File: src/rtl/cpu_pkg.sv
// Shared fetch-stage types: datapath width, bubble encoding, fetch FSM states
// and the IF/ID payload.
package cpu_pkg;

    localparam int XLEN = 32;
    localparam logic [31:0] INSTR_BUBBLE = 32'h0000_0000;

    typedef enum logic [1:0] {IDLE, RUN, END} fetch_state_t;

    typedef struct packed {
        logic [XLEN-1:0] pc;
        logic [31:0]     instr;
        logic            valid;
    } if_id_t;

    localparam if_id_t IF_ID_BUBBLE = '{pc: '0, instr: INSTR_BUBBLE, valid: 1'b0};

endpackage

File: src/rtl/if_id_reg.sv
// IF/ID pipeline register: clear (bubble) beats hold, hold beats load.
module if_id_reg
    import cpu_pkg::*;
(
    input  logic   clk_i,
    input  logic   rst_i,
    input  logic   hold_i,
    input  logic   clear_i,
    input  if_id_t d_i,
    output if_id_t q_o
);

    always_ff @(posedge clk_i) begin
        if (rst_i || clear_i)
            q_o <= IF_ID_BUBBLE;
        else if (!hold_i)
            q_o <= d_i;
    end

endmodule

File: src/rtl/if_stage.sv
// Fetch stage: PC register, fetch FSM (IDLE/RUN/END) and IF/ID register.
// Optional stall/flush performance counters under `PERF_CNT_EN.
module if_stage #(
    parameter int              XLEN       = 32,
    parameter int              IMEM_DEPTH = 256,
    parameter logic [XLEN-1:0] PC_RESET   = '0
`ifdef PERF_CNT_EN
    ,
    parameter int              CNT_W      = 32
`endif
) (
    input  logic            clk_i,
    input  logic            rst_i,
    input  logic            start_i,
    input  logic            stall_i,
    input  logic            flush_i,
    input  logic [XLEN-1:0] branch_target_i,
    output logic [XLEN-1:0] imem_addr_o,
    input  logic [31:0]     imem_instr_i,
    output logic [XLEN-1:0] pc_o,
    output logic [XLEN-1:0] if_id_pc_o,
    output logic [31:0]     if_id_instr_o,
    output logic            if_id_valid_o
`ifdef PERF_CNT_EN
    ,
    output logic [CNT_W-1:0] stall_cnt_o,
    output logic [CNT_W-1:0] flush_cnt_o
`endif
);

    import cpu_pkg::*;

    localparam logic [XLEN-1:0] PC_LIMIT = XLEN'(IMEM_DEPTH * 4);

    fetch_state_t    state, state_nxt;
    logic [XLEN-1:0] pc, pc_nxt;
    logic [XLEN-1:0] target_al, pc_inc;
    logic            if_clear;
    if_id_t          fetch_d, if_id_q;
    logic            unused_tgt_lsb;

    assign target_al      = {branch_target_i[XLEN-1:2], 2'b00};
    assign pc_inc         = pc + XLEN'(4);
    assign unused_tgt_lsb = ^branch_target_i[1:0];

    always_comb begin
        state_nxt = state;
        pc_nxt    = pc;
        unique case (state)
            // An out-of-range PC left behind by END must not be fetched on restart.
            IDLE: if (start_i) state_nxt = (pc < PC_LIMIT) ? RUN : END;
            RUN: begin
                if (!start_i) begin
                    state_nxt = IDLE;
                end else if (flush_i) begin
                    pc_nxt    = target_al;
                    state_nxt = (target_al < PC_LIMIT) ? RUN : END;
                end else if (!stall_i) begin
                    pc_nxt    = pc_inc;
                    state_nxt = (pc_inc < PC_LIMIT) ? RUN : END;
                end
            end
            END: begin
                if (!start_i) begin
                    state_nxt = IDLE;
                end else if (flush_i && (target_al < PC_LIMIT)) begin
                    pc_nxt    = target_al;
                    state_nxt = RUN;
                end
            end
            default: state_nxt = IDLE;
        endcase
    end

    always_ff @(posedge clk_i) begin
        if (rst_i) begin
            state <= IDLE;
            pc    <= PC_RESET;
        end else begin
            state <= state_nxt;
            pc    <= pc_nxt;
        end
    end

    // Anything other than an active RUN cycle, or a redirect, squashes IF/ID.
    assign if_clear = !(state == RUN && start_i) || flush_i;
    assign fetch_d  = '{pc: pc, instr: imem_instr_i, valid: 1'b1};

    if_id_reg u_if_id (
        .clk_i   (clk_i),
        .rst_i   (rst_i),
        .hold_i  (stall_i),
        .clear_i (if_clear),
        .d_i     (fetch_d),
        .q_o     (if_id_q)
    );

    assign imem_addr_o   = pc;
    assign pc_o          = pc;
    assign if_id_pc_o    = if_id_q.pc;
    assign if_id_instr_o = if_id_q.instr;
    assign if_id_valid_o = if_id_q.valid;

`ifdef PERF_CNT_EN
    logic [CNT_W-1:0] stall_cnt, flush_cnt;

    always_ff @(posedge clk_i) begin
        if (rst_i) begin
            stall_cnt <= '0;
            flush_cnt <= '0;
        end else if (state == RUN) begin
            if (flush_i && (flush_cnt != '1))
                flush_cnt <= flush_cnt + CNT_W'(1);
            else if (!flush_i && stall_i && (stall_cnt != '1))
                stall_cnt <= stall_cnt + CNT_W'(1);
        end
    end

    assign stall_cnt_o = stall_cnt;
    assign flush_cnt_o = flush_cnt;
`endif

endmodule

File: config.mk
export PLATFORM = sky130hd
export DESIGN_NAME = if_stage
export DESIGN_NICKNAME = d
export VERILOG_FILES = /design/src/rtl/cpu_pkg.sv /design/src/rtl/if_id_reg.sv /design/src/rtl/if_stage.sv
export SDC_FILE = /design/constraint.sdc
export NUM_CORES = 1
export LEC_CHECK = 0
export ABC_AREA = 1
export CORE_MARGIN = 5
export CORE_UTILIZATION = 44
export CTS_CLUSTER_DIAMETER = 80
export DETAILED_ROUTE_END_ITERATION = 12
export PLACE_DENSITY_LB_ADDON = 0.12
export SYNTH_ARGS = -nofsm -noshare
export SYNTH_HDL_FRONTEND = slang
export SYNTH_SLANG_ARGS = --single-unit
File: constraint.sdc
create_clock -name clk_i -period 2.3 [get_ports clk_i]
set_clock_uncertainty 0.2 [all_clocks]
set_input_delay 0.46 -clock clk_i [delete_from_list [all_inputs] [get_ports clk_i]]
set_output_delay 0.46 -clock clk_i [all_outputs]
set_load 0.005 [all_outputs]
==> results.md, run 1 <==
* Min Hold Slack at 233 ps
* Total grt overflow at 0
* Area share of the largest cell type after synthesis at approximately 38%
* Setup violations, final at 2
* Post-synthesis sequential area ratio at 37.9%
* Vias per cell at 5.14
* Final core utilization at between 70 and 80%
* CTS Hold Buffers Added at 0
* Final TNS setup at -97.5 ps
* Root buffer cell: clkbuf_16
* Ys async rst share at 0%
* DR WL/cell at ~16 microns
* Leading area contributor after synthesis: dfxtp_1
* Commonest cells in the netlist: nand2_1 (193), nor2_1 (123), a21oi_1 (98), dfxtp_1 (95), inv_1 (50)
* RePlAce Congestion at about 0.94
* Die X at 117 microns
* Crit path launch type: flip-flop
* Antenna cell count at 0
* Synthesized flop and latch total at 95
* Most frequent cell after synthesis: nand2_1
* Tightest Hold Check Type: in2reg
* FILL cells at 888
* Top cells by area, synth: dfxtp_1 (38%), nand2_1 (14%), a21oi_1 (9.8%)
* Register area at 1930 sq um
* DP Area at 7610 sq um
* XOR/XNOR share of the synthesized area at 0.524%
* Crit end category: flip-flop
* Row count at 39
* Layout area overhead at 67.8%
* Hold Path Cell Cnt at 3
* Share of post-route cells with drive strength above 1 at a little under a quarter
* Clk pwr share at roughly 29%
* First-pass GRT wire length at about 28000 microns
* Switching Share at 33.3%
* Fmax achieved at about 0.42 GHz
* Cell area after layout at between 8000 and 9000 sq um
* Port bufs at 189
* Clk slew on worst S/H paths at 70 ps
* Primary FF master, synth: dfxtp_1
* CTS HTree Levels at 3
* Die area at roughly 14000 sq um
* Hpwl dp at ~14000 microns
* Nets at 1107
* Final ANT Viol Nets at 0
* Simple-gate area share of the yosys netlist at 33.1%
* NetSw at 1790 uW
* RSZ-0062 raised after global routing: yes
* PD cells at around 640 nW/um^2
* Total Routing Usage GR at 25.9%
* DRC viols at 0
* Boundary Pins at 198
* Initial Utilization at 44.5%
* Pre-CTS WS at -469 ps
* Post-synth EDFFs at 0
* Post-synth cell types at 29
* Final WL at 19100 microns
* Mux cell area share after synthesis at 0%
* Leak at 0.00331 uW
* Multi-input gate area at 2770 sq um
* Post-Synth Adder-Cell Area at 0.250%
* Largest net degree at the start of global routing at 92
* Cells on worst reg2reg path at 18
* Register share of total power at 35.4%
* Skew-Pair Late Insertion Delay at 350 ps
* CTS tree: done
* Initial antenna violation count at 0
* Via count at slightly above 6k
* DRT iter0 DRCs at 537
* Data arrival, critical path at 2460 ps
* Number of CTS-inserted buffers at 9
* Die H at ~120 microns
* Post-Syn Area at approximately 5000 sq um
* Final hold violations at 0
* Minimum clock period at ~2400 ps
* Worst EP required at 2390 ps
* Combinational share of power at 35.5%
* Avg Cell Area, Syn at 6.52 sq um
* Worst Path Max Fanout at 4
* Status: complete, but fails checks
* Synthesized netlist cell count at 769
* Max Cap Viol at 0
* Synth Area in Compound Gates at between 10% and 20%
* Worst vdd ir at 0.517 mV
* Tcrit/Tclk final at 103%
* Number of global-route vias before repair at 5641
* Longest Clk Path Bufs at 2
* CTS sink count at 95
* Placeable Area at around 11000 sq um
* Largest family of logic cells by synthesized area: simple AND/OR/NAND/NOR gates
* Fin. max-slew vios at 0
* DR pass1 iterations at 7
* Syn. warnings at 0
* Crit Path Category: reg2reg
* Final worst slack at -65.8 ps
* Failing checks: setup timing
* Int Pwr at 3590 uW
-- per-layer routing --
layer  up-vias  GRT usage, %  routed length, microns
li1       2996             -                       -
met1      2808          32.7                    7710
met2       268          44.8                    9420
met3        24          4.72                    1650
met4         0          8.18                     345
met5         -             0                       0
-- through the flow --
step	total power [uW]	instances
2_1_floorplan	2700	774
3_3_place_gp	3570	1152
3_5_place_dp	3600	1152
4_1_cts	5200	1170
5_1_grt	5630	1185
6_report	5380	1185
-- worst max-delay path, stage by stage (launching register included) --
cell and delay, ps:
dfxtp_4 360, ha_4 170, nand2_4 80, nor2_4 50
buf_4 140, buf_6 120, nand3_2 90, nand2_1 90
nand2_1 100, nand3_2 90, nor2_1 90, nand2_1 60
nor2_1 120, nand3_2 130, nand2_1 90, nand2_1 50
nand2_1 70, nand2_1 60, a21oi_2 130
-- logic make-up after synthesis --
logic type / after synthesis
other cells: 1
xor+xnor: 3
buf+inv: 123
compound gates: 152
simple gates: 394
fa+ha+maj: 1
flops: 95
-- what timing repair did --
item,in CTS,in global routing
setup buffers,2,13
pin swaps,5,32
cloned,0,2
setup endpoints to repair,18,19
gates resized for setup,21,89
-- cells in the final DEF (no fill, tap or decap), types with 2 or more instances in the layout --
cell type	instances
nor2_1	104
a21oi_1	97
nor3_2	2
clkdlybuf4s50_1	177
nand3_4	2
buf_12	4
nand3_1	27
nor2_2	23
nand4_1	14
o21ai_1	3
nand2_2	20
dfxtp_2	17
a221oi_1	3
conb_1	6
buf_4	123
inv_2	3
nand2_1	178
inv_6	4
o211ai_1	3
inv_1	48
dlymetal6s2s_1	11
dfxtp_4	3
buf_6	2
a21oi_2	2
dfxtp_1	75
a211oi_1	4
clkbuf_16	11
nand3_2	8
nor2_4	11
buf_8	2
o21ai_0	28
a31oi_1	10
-- flip-flops by register name (all words and copies together) (netlist names) --
name	count
imem_addr_o	30
state	2
u_if_id.q_o	63
-- layout make-up --
| class | count | share of cell area [%] |
|---|---|---|
| Timing Repair Buffer | 322 | 35.9 |
| Multi-Input combinational cell | 556 | 33.0 |
| Sequential cell | 95 | 23.0 |
| Clock buffer | 10 | 2.72 |
| Inverter | 53 | 2.39 |
| Tap cell | 143 | 2.13 |
| Clock inverter | 6 | 0.878 |
-- power groups by stage --
stage	Sequential [uW]	Clock, uW	Combinational (uW)
2_1_floorplan	1930	0	770
3_3_place_gp	1900	0	1670
3_5_place_dp	1910	0	1690
4_1_cts	1870	1580	1740
5_1_grt	1910	1650	2060
6_report	1900	1570	1910
-- worst paths after layout --
check                           slack (ps)                        start                           end
worst max-delay path                   -70  imem_addr_o[3]$_SDFFE_PP0P_         state[0]$_SDFFE_PP0P_
worst max register to register         -70  imem_addr_o[3]$_SDFFE_PP0P_         state[0]$_SDFFE_PP0P_
worst min-delay path                   230          branch_target_i[27]  imem_addr_o[27]$_SDFFE_PP0P_
worst min register to register         270  u_if_id.q_o[8]$_SDFFE_PP0N_   u_if_id.q_o[8]$_SDFFE_PP0N_
No activity file was read; power rests on OpenSTA's default activity.
==> run 2: changes to the inputs <==
--- a/config.mk
+++ b/config.mk
@@ -7,10 +7,11 @@
 export LEC_CHECK = 0
 export ABC_AREA = 1
 export CORE_MARGIN = 5
-export CORE_UTILIZATION = 44
+export CORE_UTILIZATION = 46
 export CTS_CLUSTER_DIAMETER = 80
 export DETAILED_ROUTE_END_ITERATION = 12
 export PLACE_DENSITY_LB_ADDON = 0.12
 export SYNTH_ARGS = -nofsm -noshare
 export SYNTH_HDL_FRONTEND = slang
+export SYNTH_HIERARCHICAL = 1
 export SYNTH_SLANG_ARGS = --single-unit
==> results.md, run 2 <==
* Critical-path top delay cell: dfxtp_1
* Post-Syn Area at 5530 sq um
* Synthesized netlist cell count at 906
* Worst Path Max Fanout at 4
* Crit Path Category: reg2reg
* Leak at 0.00360 uW
* Critical path cell sequence: nand2_2, nor2_4, nand2_2, nor2_2, nand2_1, xor2_2, nand2_1, nor2_1, nand3_2, nand2_1, nand2_1, nand2_1, nand2_1, a21oi_2
* CP peak stage delay at approximately 410 ps
* Register area at 1960 sq um
* Multi-input gate area at between 2000 and 3000 sq um
* First-pass GRT wire length at 26000 microns
* Most frequent cell after synthesis: nand2_1
* Status: complete, but fails checks
* Via count at 5995
* Longest Clk Path Bufs at 2
* CTS HTree Levels at 3
* CTS sink count at 97
* Reg with most FFs: u_if_id/q_o
* Least-Margin Pin Slew at roughly 510 ps
* Worst vdd ir at about 0.66 mV
* Final WL at 16900 microns
* DR pass1 iterations at 5
* FILL cells at 1092
* Number of CTS-inserted buffers at 9
* RePlAce Congestion at 0.908
* Number of global-route vias before repair at 5208
* Fin. max-slew vios at 0
* Final worst slack at -3.34 ps
* Die H at 120 microns
* Vias per cell at 4.70
* Fmax achieved at between 0.4 and 0.5 GHz
* Avg Cell Area, Syn at 6.10 sq um
* Largest net degree at the start of global routing at between 100 and 150
* Crit path launch type: flip-flop
* RSZ-0062 raised after global routing: yes
* Non-Filler Instances at ~1.3k
* Initial antenna violation count at 0
* Ys async rst share at 0%
* Total Routing Usage GR at 22.3%
* Max FFs per register at 65
* CTS Hold Buffers Added at 0
* Final TNS setup at -3.34 ps
* Clk slew on worst S/H paths at ~70 ps
* CTS tree: done
* Failing checks: setup timing
* Leading area contributor after synthesis: dfxtp_1
* Setup violations, final at 1
* PD cells at 617 nW/um^2
* Share of post-route cells with drive strength above 1 at 13.8%
* Layout area overhead at 50.9%
* DRC viols at 0
* Commonest cells in the netlist: nand2_1 (280), nor2_1 (194), inv_1 (106), dfxtp_1 (97), o21ai_0 (41)
* Row count at 40
* Post-synth cell types at 36
* Top cells by area, synth: dfxtp_1 (35%), nand2_1 (19%), nor2_1 (13%)
* Nets at 1193
* CP dominant cell by count: nand2_1
* Antenna cell count at 0
* Max Cap Viol at 0
* Final ANT Viol Nets at 0
* Placeable Area at between 10000 and 15000 sq um
* # placed instances at 1250
* Final hold violations at 0
* DR WL/cell at 13.3 microns
* Data arrival, critical path at 2390 ps
* Hpwl dp at between 10000 and 15000 microns
* Root buffer cell: clkbuf_16
* Tightest Hold Check Type: in2reg
* Die area at 14300 sq um
* Primary FF master, synth: dfxtp_1
* Area share of the largest cell type after synthesis at 35.1%
* Post-synthesis sequential area ratio at about a third
* Most common cell after layout, fill and taps aside: nand2_1
* Synthesized flop and latch total at 97
* Relative slew slack at about two thirds
* Tcrit/Tclk final at 100%
* Initial Utilization at 46.4%
* Port bufs at 191
* Syn. warnings at 6
* Post-synth EDFFs at 0
* Crit end category: flip-flop
* Minimum clock period at 2300 ps
* Total grt overflow at 0
* Worst EP required at 2380 ps
* Die X at approximately 120 microns
* Most frequent cells in the layout: nand2_1 (276), nor2_1 (185), clkdlybuf4s50_1 (174)
* Skew-Pair Late Insertion Delay at roughly 350 ps
* DRT iter0 DRCs at just over 600
* Boundary Pins at 198
-- run 2: kinds of logic (layout without fill, tap and decap cells) --
| logic type | after synthesis | in the layout | synth area share, % |
|---|---|---|---|
| AOI/OAI and AO/OA | 86 | 86 | 8.36 |
| xor gates and xnor gates | 6 | 6 | 0.951 |
| adders and majority gates | 1 | 1 | 0.226 |
| buffers and inverters | 178 | 395 | 15.2 |
| DFF | 97 | 97 | 35.1 |
| other | 2 | 7 | 0.136 |
| and+or+nand+nor | 536 | 536 | 40.0 |
-- run 2: layout make-up --
type                       instances  area share (%)
tap                              147            2.21
timing repair buffer             270            31.6
clock inverter                     7           0.645
multi-input combinational        636            34.4
sequential                        97            23.5
clock buffer                       9            2.70
inverter                         109            4.91
-- run 2: where the power goes --
part	internal [uW]	switching, uW	leakage [uW]
sequential	1790	125	0.000790
clock	744	702	0.000134
combinational	862	918	0.00268
total	3400	1740	0.00360
-- run 2: final timing paths --
| check | from | endpoint | slack [ps] | cells after the start |
|---|---|---|---|---|
| min | stall_i | u_if_id/q_o[38]$_SDFFE_PP0N_ | 260 | 3 |
| max | imem_addr_o[5]$_SDFFE_PP0P_ | state[0]$_SDFFE_PP0P_ | -3 | 14 |
| min reg2reg | u_if_id/q_o[0]$_SDFFE_PP0N_ | u_if_id/q_o[0]$_SDFFE_PP0N_ | 300 | 4 |
| max reg2reg | imem_addr_o[5]$_SDFFE_PP0P_ | state[0]$_SDFFE_PP0P_ | -3 | 14 |
-- run 2: repair_timing --
item                                    CTS  global route
pin swaps                                 2            32
resized for setup                         3            58
setup buffers                             0             7
cloned                                    0             2
endpoints found under the hold margin     0             0
endpoints found under the setup margin    1            31
-- run 2: metrics by stage --
step                utilization (%)  worst slack, ps  hold slack, ps  power, uW  area [sq um]
floorplan                         -              188             301       2840          5540
global placement               65.4             -254             291       3600          7790
detailed placement             65.4             -317             293       3610          7790
CTS                            67.8            0.241             243       5060          8070
global route                   70.0            -96.2             283       5410          8340
finish                         70.0            -3.34             255       5140          8340
-- run 2: routing by layer --
metal | vias up | track usage [%] | part of all wire, %
met5 | - | 0 | 0
met3 | 17 | 3.58 | 7.1
met1 | 2619 | 30.1 | 46
met4 | 0 | 7.02 | 1.3
met2 | 221 | 36.4 | 46
li1 | 3138 | - | -
-- run 2: critical path: cells and delay by family (launching register included) --
family                    cells  cell delay [ps]
AOI/OAI and AO/OA             1              130
xor gates and xnor gates      1              180
and+or+nand+nor              12             1340
DFF                           1              410
==> run 3: changes to the inputs <==
--- a/config.mk
+++ b/config.mk
@@ -11,6 +11,7 @@
 export CTS_CLUSTER_DIAMETER = 80
 export DETAILED_ROUTE_END_ITERATION = 12
 export PLACE_DENSITY_LB_ADDON = 0.12
+export SETUP_SLACK_MARGIN = 0.3
 export SYNTH_ARGS = -nofsm -noshare
 export SYNTH_HDL_FRONTEND = slang
 export SYNTH_HIERARCHICAL = 1
==> results.md, run 3 (synthesis results as in run 2) <==
* Total Routing Usage GR at 24.1%
* Bufs and invs on worst path at 1
* Register area at 2030 sq um
* Hold Path Cell Cnt at 3
* NetSw at 1810 uW
* DRT iter0 DRCs at 617
* Crit end category: flip-flop
* Vias per cell at 4.84
* CTS Hold Buffers Added at 0
* RSZ-0062 raised after global routing: yes
* Setup violations, final at 0
* Crit Path Category: reg2reg
* Relative slew slack at 63.9%
* Fin. max-slew vios at 0
* Fmax achieved at 0.442 GHz
* Hpwl dp at 12600 microns
* Placeable Area at 11900 sq um
* Worst EP required at between 2000 and 2500 ps
* Final ANT Viol Nets at 0
* Die H at between 100 and 150 microns
* Int Pwr at roughly 3600 uW
* Die X at between 100 and 150 microns
* Tcrit/Tclk final at between 90% and 100%
* DP Area at about 7800 sq um
* Antenna cell count at 0
* DRC viols at 0
* Max FFs per register at 65
* Critical-path top delay cell: dfxtp_4
* Pre-CTS WS at -311 ps
* CP dominant cell by count: nand2_1
* Data arrival, critical path at roughly 2300 ps
* Switching Share at 33.7%
* Tightest Hold Check Type: in2reg
* Max Cap Viol at 0
* Hold Path Sink: imem_addr_o[18]$_SDFFE_PP0P_
* Met3 wire len at around 1400 microns
* Leak at 0.00400 uW
* Largest net degree at the start of global routing at around 130
* Worst vdd ir at slightly above 0.5 mV
* Metal1 wirelength at 7720 microns
* Least-Margin Pin Slew at 541 ps
* Most frequent cells in the layout: nand2_1 (264), nor2_1 (177), clkdlybuf4s50_1 (122)
* Layout area overhead at 57.0%
* CP top delay family: simple AND/OR/NAND/NOR gates
* Top sig layer: met4
* Number of CTS-inserted buffers at 9
* Combinational share of power at 36.2%
* Die area at ~14000 sq um
* Multi-input gate area at roughly 3000 sq um
* Final TNS setup at 0 ps
* Crit path launch type: flip-flop
* Detail Route met2 WL at about 9000 microns
* RePlAce Congestion at 0.890
* CTS HTree Levels at 3
* Worst hold start: branch_target_i[18]
* DR WL/cell at around 14 microns
* Nets at between 1k and 1.5k
* FILL cells at 998
* Via count at roughly 6.2k
* DR pass1 iterations at 5
* Final core utilization at 72.8%
* Reg-to-Reg End: state[0]$_SDFFE_PP0P_
* Clk pwr share at 27.6%
* Final worst slack at 36.0 ps
* CTS tree: done
* Final hold violations at 0
* Longest Clk Path Bufs at 2
* Most common cell after layout, fill and taps aside: nand2_1
* Total grt overflow at 0
* Reg with most FFs: u_if_id/q_o
* Minimum clock period at 2260 ps
* Port bufs at 191
* R2R Path Start: imem_addr_o[3]$_SDFFE_PP0P_
* Cells on worst reg2reg path at 16
* CTS sink count at 97
* Initial Utilization at 46.4%
* First-pass GRT wire length at 28400 microns
* Row count at 40
* CP startpoint: imem_addr_o[3]$_SDFFE_PP0P_
* Critical path cell sequence: ha_4, nand2_4, nor2_4, nand2_4, nor2_8, buf_6, nand2_1, nand2_2, nand3_1, nor2_1, nand3_1, nand2_1, nand2_1, nand2_1, nand2_1, a21oi_2
* Number of global-route vias before repair at 5659
* Clk slew on worst S/H paths at around 70 ps
* Root buffer cell: clkbuf_16
* Worst Path Max Fanout at 5
* Share of post-route cells with drive strength above 1 at 20.6%
* Skew-Pair Late Insertion Delay at 340 ps
* Status: complete, no violations
* Initial antenna violation count at 0
* Register share of total power at 36.1%
* Final WL at 18300 microns
* PD cells at 619 nW/um^2
* Boundary Pins at 198
* R2R Setup Slk at 40 ps
* Cell area after layout at just under 9000 sq um
* CP peak stage delay at 370 ps
[run 3: cell count changes in the layout (fill, tap and decap cells not counted), moves of 8 or more]
cell / before / now
dfxtp_4: 2 / 22
clkbuf_2: 0 / 13
clkdlybuf4s50_1: 174 / 122
buf_6: 1 / 20
dfxtp_1: 84 / 68
nand2_2: 11 / 20
nand2_1: 276 / 264
nor2_1: 185 / 177
dlygate4sd2_1: 0 / 36
o21ai_0: 38 / 28
[run 3: cell type report]
cell class | count | area share, %
multi-input combinational | 636 | 34.9
timing repair buffer | 281 | 31.4
sequential | 97 | 23.4
inverter | 109 | 4.74
clock buffer | 12 | 3.09
tap | 147 | 2.12
clock inverter | 3 | 0.260
[run 3: power by group through the flow]
stage | Sequential, uW | Clock [uW] | Combinational, uW
detailed placement | 1950 | 0 | 1650
floorplan | 1960 | 0 | 898
CTS | 1930 | 1510 | 1810
finish | 1940 | 1480 | 1940
global route | 1960 | 1580 | 2110
global placement | 1940 | 0 | 1630
[run 3: worst register-to-register path, delay by kind of cell (launching register included)]
family	cells	cell delay [ps]
DFF	1	370
and+or+nand+nor	13	1260
adders and majority gates	1	150
buffers and inverters	1	110
AOI/OAI and AO/OA	1	110
[run 3: layer usage]
metal,GRT usage (%),vias up
li1,-,3163
met1,31.3,2757
met2,41.5,272
met3,3.58,23
met4,7.44,0
met5,0,-
[run 3: repair_timing]
action	in CTS	in global routing
buffers inserted	13	11
gates resized for setup	144	130
pin swaps	13	29
endpoints found under the setup margin	87	54
gates cloned	4	0
[run 3: metrics by stage]
stage	hold WS, ps	power (uW)	std cells
floorplan	301	2850	911
global placement	291	3580	1242
detailed placement	293	3600	1242
CTS	300	5250	1274
global route	207	5640	1285
finish	176	5370	1285
[run 3: worst max path at each step]
stage	endpoint	slack (ps)	cells after the start
final	state[0]$_SDFFE_PP0P_	40	16
after global routing	state[0]$_SDFFE_PP0P_	-100	16
after CTS	state[0]$_SDFFE_PP0P_	140	17
after detailed placement	imem_addr_o[16]$_SDFFE_PP0P_	-310	13
after global placement	imem_addr_o[16]$_SDFFE_PP0P_	-250	13
after floorplan	state[0]$_SDFFE_PP0P_	300	17
